### config.mk
export PLATFORM = sky130hd
export DESIGN_NAME = lv_fault_intb_ctrl
export DESIGN_NICKNAME = d
export VERILOG_FILES = /design/src/rtl/lv_fault_intb_ctrl.sv
export SDC_FILE = /design/constraint.sdc
export NUM_CORES = 1
export LEC_CHECK = 0
export ABC_AREA = 1
export CAP_MARGIN = 10
export CORE_MARGIN = 1
export CORE_UTILIZATION = 54
export CTS_CLUSTER_DIAMETER = 40
export DETAILED_ROUTE_END_ITERATION = 10
export PLACE_DENSITY = 0.87
export SLEW_MARGIN = 20
export SYNTH_ARGS = -nofsm -noshare
export SYNTH_HDL_FRONTEND = slang
export SYNTH_SLANG_ARGS = --single-unit
### constraint.sdc
create_clock -name clk -period 4 [get_ports clk]
set_clock_uncertainty 0.15 [all_clocks]
set_input_delay 1.2 -clock clk [delete_from_list [all_inputs] [get_ports clk]]
set_output_delay 1.2 -clock clk [all_outputs]
set_load 0.02 [all_outputs]
### src/rtl/lv_fault_intb_ctrl.sv
// Low-voltage fault collector: synchronizes raw fault flags into sticky W1C STATUS1/STATUS2
// values and drives the active-low INTB pin in level or fixed-width pulse mode.
module lv_fault_intb_ctrl #(
  parameter int SYNC_STAGES = 2,
  parameter int PW_SHORT    = 16,
  parameter int PW_MID      = 64,
  parameter int PW_LONG     = 256,
  parameter int GAP_CYC     = 8,
  parameter int CNT_W       = 9
) (
  input  logic       clk,
  input  logic       rst_n,
  input  logic [7:0] st1_flt_i,
  input  logic [7:0] st2_flt_i,
  input  logic [7:0] mask1_i,
  input  logic [7:0] mask2_i,
  input  logic [7:0] st1_clr_i,
  input  logic [7:0] st2_clr_i,
  input  logic [1:0] intb_cfg_i,
  input  logic       mode_reset_i,
  output logic [7:0] status1_o,
  output logic [7:0] status2_o,
  output logic       int_pend_o,
  output logic       intb_o
);

  // STATUS1 bit6 is reserved and never latches.
  localparam logic [7:0] ST1_VALID = 8'hBF;

  typedef enum logic [1:0] {IDLE, PULSE, GAP} state_e;

  logic [SYNC_STAGES-1:0][7:0] s1_sync_q, s2_sync_q;
  logic [7:0]       st1_q, st1_d, st2_q, st2_d;
  logic [15:0]      mv, mv_q;
  logic             new_evt, start;
  state_e           state_q, state_d;
  logic [CNT_W-1:0] cnt_q, cnt_d;
  logic             retrig_q, retrig_d;
  logic             intb_q, intb_d;

  always_ff @(posedge clk or negedge rst_n) begin
    if (!rst_n) begin
      s1_sync_q <= '0;
      s2_sync_q <= '0;
    end else begin
      s1_sync_q[0] <= st1_flt_i;
      s2_sync_q[0] <= st2_flt_i;
      for (int i = 1; i < SYNC_STAGES; i++) begin
        s1_sync_q[i] <= s1_sync_q[i-1];
        s2_sync_q[i] <= s2_sync_q[i-1];
      end
    end
  end

  // Set wins over clear in the same cycle; mode reset wins over everything.
  always_comb begin
    st1_d = ((st1_q & ~st1_clr_i) | s1_sync_q[SYNC_STAGES-1]) & ST1_VALID;
    st2_d = (st2_q & ~st2_clr_i) | s2_sync_q[SYNC_STAGES-1];
    if (mode_reset_i) begin
      st1_d = '0;
      st2_d = '0;
    end
  end

  // Edge detect on the masked vector so an unmask of a set bit is a new event.
  assign mv         = {st2_q & ~mask2_i, st1_q & ~mask1_i & ST1_VALID};
  assign new_evt    = |(mv & ~mv_q);
  assign int_pend_o = |mv;
  assign start      = (new_evt | retrig_q) && (intb_cfg_i != 2'b00);

  function automatic logic [CNT_W-1:0] width_m1(input logic [1:0] cfg);
    case (cfg)
      2'b01:   width_m1 = CNT_W'(PW_SHORT - 1);
      2'b10:   width_m1 = CNT_W'(PW_MID - 1);
      default: width_m1 = CNT_W'(PW_LONG - 1);
    endcase
  endfunction

  always_comb begin
    state_d  = state_q;
    cnt_d    = cnt_q;
    retrig_d = retrig_q;
    intb_d   = 1'b1;
    case (state_q)
      IDLE: begin
        if (intb_cfg_i == 2'b00) begin
          intb_d   = ~int_pend_o;
          retrig_d = 1'b0;
        end else if (start) begin
          state_d  = PULSE;
          cnt_d    = width_m1(intb_cfg_i);
          retrig_d = 1'b0;
          intb_d   = 1'b0;
        end
      end
      PULSE: begin
        retrig_d = retrig_q | new_evt;
        if (cnt_q == '0) begin
          state_d = GAP;
          cnt_d   = CNT_W'(GAP_CYC - 1);
        end else begin
          cnt_d  = cnt_q - 1'b1;
          intb_d = 1'b0;
        end
      end
      GAP: begin
        retrig_d = retrig_q | new_evt;
        if (cnt_q != '0) begin
          cnt_d = cnt_q - 1'b1;
        end else if (start) begin
          // Pending retrigger fires right at gap end so the high time is exactly GAP_CYC.
          state_d  = PULSE;
          cnt_d    = width_m1(intb_cfg_i);
          retrig_d = 1'b0;
          intb_d   = 1'b0;
        end else begin
          state_d = IDLE;
        end
      end
      default: state_d = IDLE;
    endcase
    if (mode_reset_i) begin
      state_d  = IDLE;
      cnt_d    = '0;
      retrig_d = 1'b0;
      intb_d   = 1'b1;
    end
  end

  always_ff @(posedge clk or negedge rst_n) begin
    if (!rst_n) begin
      st1_q    <= '0;
      st2_q    <= '0;
      mv_q     <= '0;
      state_q  <= IDLE;
      cnt_q    <= '0;
      retrig_q <= 1'b0;
      intb_q   <= 1'b1;
    end else begin
      st1_q    <= st1_d;
      st2_q    <= st2_d;
      mv_q     <= mode_reset_i ? '0 : mv;
      state_q  <= state_d;
      cnt_q    <= cnt_d;
      retrig_q <= retrig_d;
      intb_q   <= intb_d;
    end
  end

  assign status1_o = st1_q;
  assign status2_o = st2_q;
  assign intb_o    = intb_q;

endmodule

* Word level (Yosys, flattened, before mapping)
Index checks and enable logic that the tools add are counted.
Word-level totals: bits in registers 77, output and inout bits 18
Cells by class: eq/ne operators 9, add/subtract/negate cells 1, bitwise logic cells 14, reductions and logical operators 12, multiplexer cells 29
Operator list (count):
- two-way mux 9 bit | 5
- AND 8 bit | 4
- NOT 8 bit | 4
- one-hot mux 9 bit (3 select lines) | 1
- AND 16 bit | 1
- two-way mux 16 bit | 1
- two-way mux 8 bit | 2
- NOT 16 bit | 1
- OR 8 bit | 2
- one-hot mux 8 bit (2 select lines) | 1
- OR reduction 16 bit | 1
- OR reduction 15 bit | 1
- != test 3 bit, second input constant | 4
- two-way mux 1 bit | 11
- two-way mux 2 bit | 5
- zero test 9 bit | 1
- nonzero test 9 bit | 1
- subtractor 9 x 1 -> 9 bit, second input constant | 1
- one-hot mux 1 bit (3 select lines) | 2
- one-hot mux 2 bit (3 select lines) | 1
- == test 2 x 1 -> 1 bit, second input constant | 2
- == test 2 bit, second input constant | 2
- zero test 2 bit | 2
- != test 4 bit, second input constant | 1
- other kinds (7) | 8

* Depth between registers and ports, before layout
Gate-level depths: netlist of the first run.
depth in word-level cells 10, gate-level depth with buffers 12, mapped depth without buffers 12

* Worst setup path before layout of the first run
OpenSTA, ideal clock, no wires.
path type input -> output, start point input port mask1_i[7], end point output port int_pend_o, stages on the path 5, arrival time 1.624 ns, slack 1.026 ns, buffers on the path 0, cell sequence inv_1 -> nand2_1 -> nand4_1 -> nor2_1 -> nand2_1
On the way: longest elaborated chain between the ends 3
RTL lines:
- start: declaration | line 15 | input logic [7:0] mask1_i,
- NOT 8 bit | line 66 | assign mv = {st2_q & ~mask2_i, st1_q & ~mask1_i & ST1_VALID};
- AND 8 bit | line 66
- OR reduction 15 bit | line 68 | assign int_pend_o = |mv;
- end: declaration | line 23 | output logic int_pend_o,
Every way passes these cells.

* Worst setup path in the final report of the first run
start point input port mask2_i[2], end point output port int_pend_o
On the way: longest elaborated chain between the ends 3
RTL lines:
- start: declaration | line 16 | input logic [7:0] mask2_i,
- NOT 8 bit | line 66
- AND 8 bit | line 66
- OR reduction 15 bit | line 68
Every way passes these cells.

==> summary.md, run 1 <==
| Metric | Value |
|---|---|
| CTS hold repair buffers | 0 |
| Share of layout cells above drive strength 1 | 0.0811 |
| Area growth syn-to-layout | 30.7% |
| WHS Path Cells | 0 |
| Sw Share | 0.352 |
| Place WS | -0.0392 ns |
| Final slew viol count | 0 |
| Vias in the first global route | about 2700 |
| DPL Wire Length | 4830 µm |
| Kind of start point of the critical path | input port |
| Switching Power | 0.000766 W |
| Io pins | 71 |
| Ant diodes | 0 |
| Max VDD drop | 384 µV |
| Max FO, Critical Path | 2 |
| CP Capture Type | output port |
| Yosys reg bits | 73 |
| Final WS setup | 0.124 ns |
| Largest area contributor in the netlist | dfrtp_1 |
| WS Path Type | in2out |
| Clock share of power | 0.270 |
| Final nets | 500 |
| Post-route DRC | 0 |
| Slowest cell on the critical path | clkdlybuf4s50_1 |
| H-tree levels | 3 |
| Flop pwr share | 0.408 |
| Drt pass-1 iters | 5 |
| Initial core utilization | 0.569 |
| Slew headroom | 0.416 |
| Synth Area in Adders | 0.0313 |
| Worst Hold Class | reg2reg |
| Sink Count | 73 |
| Internal | 0.00141 W |
| Die W | 78.9 µm |
| Maximum clock rate | 258 MHz |
| Global-route wire length before repair | 11600 µm |
| Synth warn | 0 |
| MaxCap Viol Count | 0 |
| Placement Cell Area | 3970 µm² |
| Xor and xnor fraction of the mapped netlist area | 0.0165 |
| Fin crit period | around 3.9 ns |
| Clk pin slew, worst setup/hold paths | around 0.070 ns |
| Routability Congestion | 0.873 |
| RSZ-0062 raised after global routing | no |
| CP Data Required Time | 2.65 ns |
| CTS tree | done |
| Largest net degree at the start of global routing | 74 |
| Core ar. | approximately 5600 µm² |
| Num rows | 27 |
| Via density | 5.13 |
| PwrDens | roughly 520 nW/µm² |
| Synth area leaders | dfrtp_1, nand2_1, inv_1, nor2_1, a21oi_1 |
| Setup TNS | 0 ns |
| Main combinational cell family by area after synthesis | simple AND/OR/NAND/NOR gates |
| Average size of a mapped cell | 8.87 µm² |
| Status | finished, final reports clean |
| Setup violators final | 0 |
| Final Hold Viols | 0 |
| Synth unique cells | 27 |
| Cells on worst reg2reg path | 10 |
| Post-synthesis compound-gate area fraction | 0.0709 |
| Num CTS Buffers | 9 |
| DIE AREA | 6220 µm² |
| Iteration-0 DRC Markers | 128 |
| Routed wire length | 6880 µm |
| DRT met1 WL | ~2700 µm |
| Initial antenna violation count | 0 |
| LEAKAGE | about 2.1 nW |
| Sequential share of the synthesized area | 0.572 |
| Root Buffer | clkbuf_8 |
| Share of the synthesized area in the top cell type | 0.564 |
| Met3 routed WL | about 480 µm |
| CP peak stage delay | 0.45 ns |
| Worst-Margin Slew | 0.876 ns |
| Met2 Wirelength | 3470 µm |
| Final Cell Area | 4170 µm² |
| Tot GR Track Use | 0.252 |
| Die H | 78.9 µm |
| Mux cell area share after synthesis | 0 |
| Clk_lat worst skew | 0.35 ns |
| WL per Instance | between 10 and 15 µm |
| I/O Buffers | 66 |
| Most frequent CP cell | nand2_1 |
| GRT overflow | 0 |
| Critical path data arrival time | 2.53 ns |
| DR vias | 2645 |
| Comb power frac | 0.322 |
| Post-synthesis cell count | 360 |
| Antenna Nets Post-Route | 0 |
| Final worst path period share | 0.969 |
| Syn Std Cell Area | 3190 µm² |
| Clock Tree Buf Depth | 2 |
| Max Used Layer | met4 |
| Post-Synth Simple-Gate Area | 0.222 |
| Crit-path cells | clkdlybuf4s50_1 > inv_1 > nand2_1 > nand4_1 > nor2_1 > nand2_1 > dlygate4sd2_1 |
| Post-synth net total | 421 |
state kept, by name (all words and copies together) (netlist names):
register	flops
cnt_q	9
intb_o	1
status2_o	8
status1_o	7
retrig_q	1
s2_sync_q	16
s1_sync_q	14
mv_q	15
state_q	2
cell usage after synthesis:
library cell	instances
dfstp_2	1
o21ai_1	4
conb_1	1
nor2_1	46
o21ai_4	1
o21ai_2	1
nand2_2	4
nand3_2	2
nand2_1	76
o31ai_4	1
buf_4	1
o21ai_0	7
nand3b_1	7
clkbuf_1	3
nor3_2	2
nand4_1	5
nor3_1	1
inv_1	66
inv_2	2
o211ai_1	1
o21bai_1	1
nand3_1	18
ha_1	8
nor2_2	1
xor2_1	6
a21oi_1	22
dfrtp_1	72
power by group through the flow:
stage	Combinational (W)	Sequential (W)	Clock, W
6_report	0.000700	0.000889	0.000589
5_1_grt	0.000781	0.000897	0.000638
4_1_cts	0.000690	0.000888	0.000603
3_5_place_dp	0.000682	0.000900	0
3_3_place_gp	0.000648	0.000895	0
2_1_floorplan	0.000461	0.000903	0
cell usage in the layout (no fill, tap or decap), types with 2 or more instances in the layout:
| cell | instances |
|---|---|
| nand3_2 | 2 |
| clkdlybuf4s50_1 | 64 |
| dfrtp_1 | 72 |
| inv_2 | 2 |
| clkbuf_1 | 2 |
| nand3b_1 | 7 |
| nor2_1 | 46 |
| o21ai_1 | 4 |
| o21ai_0 | 7 |
| buf_4 | 7 |
| clkbuf_8 | 11 |
| nand3_1 | 18 |
| xor2_1 | 6 |
| nand4_1 | 5 |
| nand2_2 | 4 |
| inv_1 | 66 |
| ha_1 | 8 |
| nor3_2 | 2 |
| nand2_1 | 76 |
| a21oi_1 | 22 |
metrics by stage:
step                      utilization  hold slack [ns]  std cells  total power [W]
after CTS                       0.744            0.202        516          0.00218
after floorplan                     -            0.181        360          0.00136
after global routing            0.744            0.205        516          0.00232
after global placement          0.707            0.182        500          0.00154
final                           0.744            0.200        516          0.00218
after detailed placement        0.707            0.185        500          0.00158
kinds of logic after synthesis:
logic type               after synthesis
AO/OA/AOI/OAI                         38
XOR/XNOR                               6
adder cells (fa/ha/maj)                8
buffers and inverters                 72
flip-flops                            73
other                                  1
AND/OR/NAND/NOR                      162
routing by layer:
layer,vias up,GRT usage
li1,1267,-
met1,1244,0.278
met2,112,0.436
met3,22,0.0885
met4,0,0.113
met5,-,0
critical path, delay by kind of cell:
family | cells | cell delay [ns]
buffers and inverters | 3 | 0.84
AND/OR/NAND/NOR | 4 | 0.48
area by class of cell:
type	count	area (µm²)
inverter	68	255
clock buffer	13	159
tap	72	90.1
sequential	73	1830
fill	402	1440
clock inverter	3	47.5
multi-input combinational	215	1090
timing repair buffer	72	702
path summary, 6_finish.rpt:
check	from	end	slack (ns)
min in group asynchronous	rst_n	cnt_q[2]$_DFFE_PN0P_	0.82
worst min register to register	s1_sync_q[1]$_DFF_PN0_	s1_sync_q[9]$_DFF_PN0_	0.20
worst max-delay path	mask2_i[2]	int_pend_o	0.12
worst max register to register	state_q[0]$_DFFE_PN0P_	cnt_q[7]$_DFFE_PN0P_	1.79
max in group asynchronous	rst_n	status1_o[3]$_DFF_PN0_	2.31
worst min-delay path	s1_sync_q[1]$_DFF_PN0_	s1_sync_q[9]$_DFF_PN0_	0.20
what timing repair did:
action / CTS / global route
setup endpoints to repair: 1 / 0
hold endpoints to repair: 0 / 0
resized for setup: 1 / 0
setup buffers: 0 / 0
No activity file was read; power rests on OpenSTA's default activity.
==> inputs of run 2 (changes only) <==
- RECOVER_POWER: default -> 100
==> summary.md, run 2 (same netlist as run 1, synthesis figures left out) <==
| Metric | Value |
|---|---|
| Clock Tree Buf Depth | 2 |
| WS Path Type | in2out |
| Clk pin slew, worst setup/hold paths | 0.07 ns |
| GRT overflow | 0 |
| Failing checks | capacitance limit, slew limit |
| # fillers | about 410 |
| Critical path data arrival time | approximately 2.5 ns |
| Beginning of the worst hold path | s1_sync_q[1]$_DFF_PN0_ |
| Antenna Nets Post-Route | 0 |
| RR Startpoint | state_q[0]$_DFFE_PN0P_ |
| Final slew viol count | 74 |
| Vias in the first global route | between 2000 and 3000 |
| Largest net degree at the start of global routing | 74 |
| Setup violators final | 0 |
| Tot GR Track Use | 0.252 |
| CTS hold repair buffers | 0 |
| WL per Instance | roughly 13 µm |
| MaxCap Viol Count | 1 |
| Die W | 78.9 µm |
| Max VDD drop | between 300 and 400 µV |
| Routed wire length | 6840 µm |
| Status | complete, but fails checks |
| Worst-Margin Slew | 1.72 ns |
| Maximum clock rate | 257 MHz |
| DPL Wire Length | 4830 µm |
| PwrDens | approximately 520 nW/µm² |
| Footprint of the multi-input gates | 1080 µm² |
| Flop2flop setup slack | approximately 1.7 ns |
| Cells on worst reg2reg path | 10 |
| Area growth syn-to-layout | 30.1% |
| H-tree levels | 3 |
| Global-route wire length before repair | 11600 µm |
| Post-route DRC | 0 |
| Core ar. | 5610 µm² |
| DIE AREA | 6220 µm² |
| Clk_lat worst skew | 0.34 ns |
| Biggest regs | s2_sync_q (16), mv_q (15), s1_sync_q (14) |
| Drt pass-1 iters | 5 |
| Num rows | 27 |
| Worst Hold End | s1_sync_q[9]$_DFF_PN0_ |
| Initial antenna violation count | 0 |
| Kind of start point of the critical path | input port |
| Die H | 78.9 µm |
| Largest register by flop count | s2_sync_q |
| WHS Path Cells | 0 |
| Final nets | 500 |
| Max reg flops | 16 |
| Final Hold Viols | 0 |
| Post-CTS setup buffer count | 0 |
| Initial core utilization | 0.569 |
| Fin crit period | about 3.9 ns |
| Slew headroom | -0.145 |
| Root Buffer | clkbuf_8 |
| Storage cell area | between 1500 and 2000 µm² |
| I/O Buffers | 66 |
| Worst Hold Class | reg2reg |
| Final worst path period share | 0.973 |
| Via density | ~5 |
| Most frequent cells in the layout | nand2_1, dfrtp_1, inv_1 |
| Most common cell after layout, fill and taps aside | nand2_1 |
| Iteration-0 DRC Markers | around 140 |
| Ant diodes | 0 |
| Pwr Total | 0.00215 W |
| Sink Count | 73 |
| Final WS setup | roughly 0.11 ns |
| DR vias | approximately 2600 |
| Routability Congestion | 0.873 |
| CP Capture Type | output port |
| LEAKAGE | roughly 2.1 nW |
| CP Data Required Time | roughly 2.7 ns |
| Share of layout cells above drive strength 1 | 0.0676 |
| Place WS | -0.0392 ns |
| Num CTS Buffers | 9 |
| PostCTS Resize Cnt | 1 |
| Io pins | 71 |
| RSZ-0062 raised after global routing | no |
| Reg2reg end | cnt_q[7]$_DFFE_PN0P_ |
| Max FO, Critical Path | 2 |
| CTS tree | done |
[run 2: worst max-delay path, stage by stage]
cell and delay [ns]:
clkdlybuf4s50_1 0.45, inv_1 0.05, nand2_1 0.13, nand4_1 0.13
nor2_1 0.12, nand2_1 0.11, dlygate4sd2_1 0.34
[run 2: metal layers]
metal | vias up | global-route usage | wire [µm]
met4 | 0 | 0.113 | 213
met1 | 1229 | 0.278 | 2690
met5 | - | 0 | 0
met3 | 20 | 0.0885 | 476
li1 | 1264 | - | -
met2 | 112 | 0.436 | 3460
[run 2: stage by stage]
step                utilization  instance area (µm²)  instances  TNS (ns)  hold WS, ns
floorplan                     -                 3190        360         0        0.181
global placement          0.707                 3970        500   -0.0296        0.182
detailed placement        0.707                 3970        500   -0.0392        0.185
CTS                       0.744                 4170        516         0        0.202
global route              0.741                 4150        516         0        0.205
finish                    0.741                 4150        516         0        0.200
[run 2: worst max-delay path by stage]
stage / start / to / slack (ns) / depth (start not counted)
2_1_floorplan: mask1_i[7] / int_pend_o / 1.03 / 5
3_3_place_gp: mask1_i[0] / int_pend_o / -0.03 / 7
3_5_place_dp: mask1_i[0] / int_pend_o / -0.04 / 7
4_1_cts: mask2_i[2] / int_pend_o / 0.13 / 7
5_1_grt: mask2_i[2] / int_pend_o / 0.04 / 7
6_report: mask2_i[2] / int_pend_o / 0.11 / 7
[run 2: cell type report]
cell class              count  area share
clock buffers              13      0.0383
clock inverters             3      0.0114
inverters                  68      0.0614
multi-input cells         215       0.261
flip-flops and latches     73       0.440
well taps                  72      0.0217
repair buffers             72       0.167
[run 2: power by group]
group          switching [W]  leakage, nW  internal (W)  total (W)
Combinational       0.000424         1.12      0.000252   0.000676
Sequential         0.0000673        0.914      0.000820   0.000888
Clock               0.000261        0.104      0.000326   0.000587
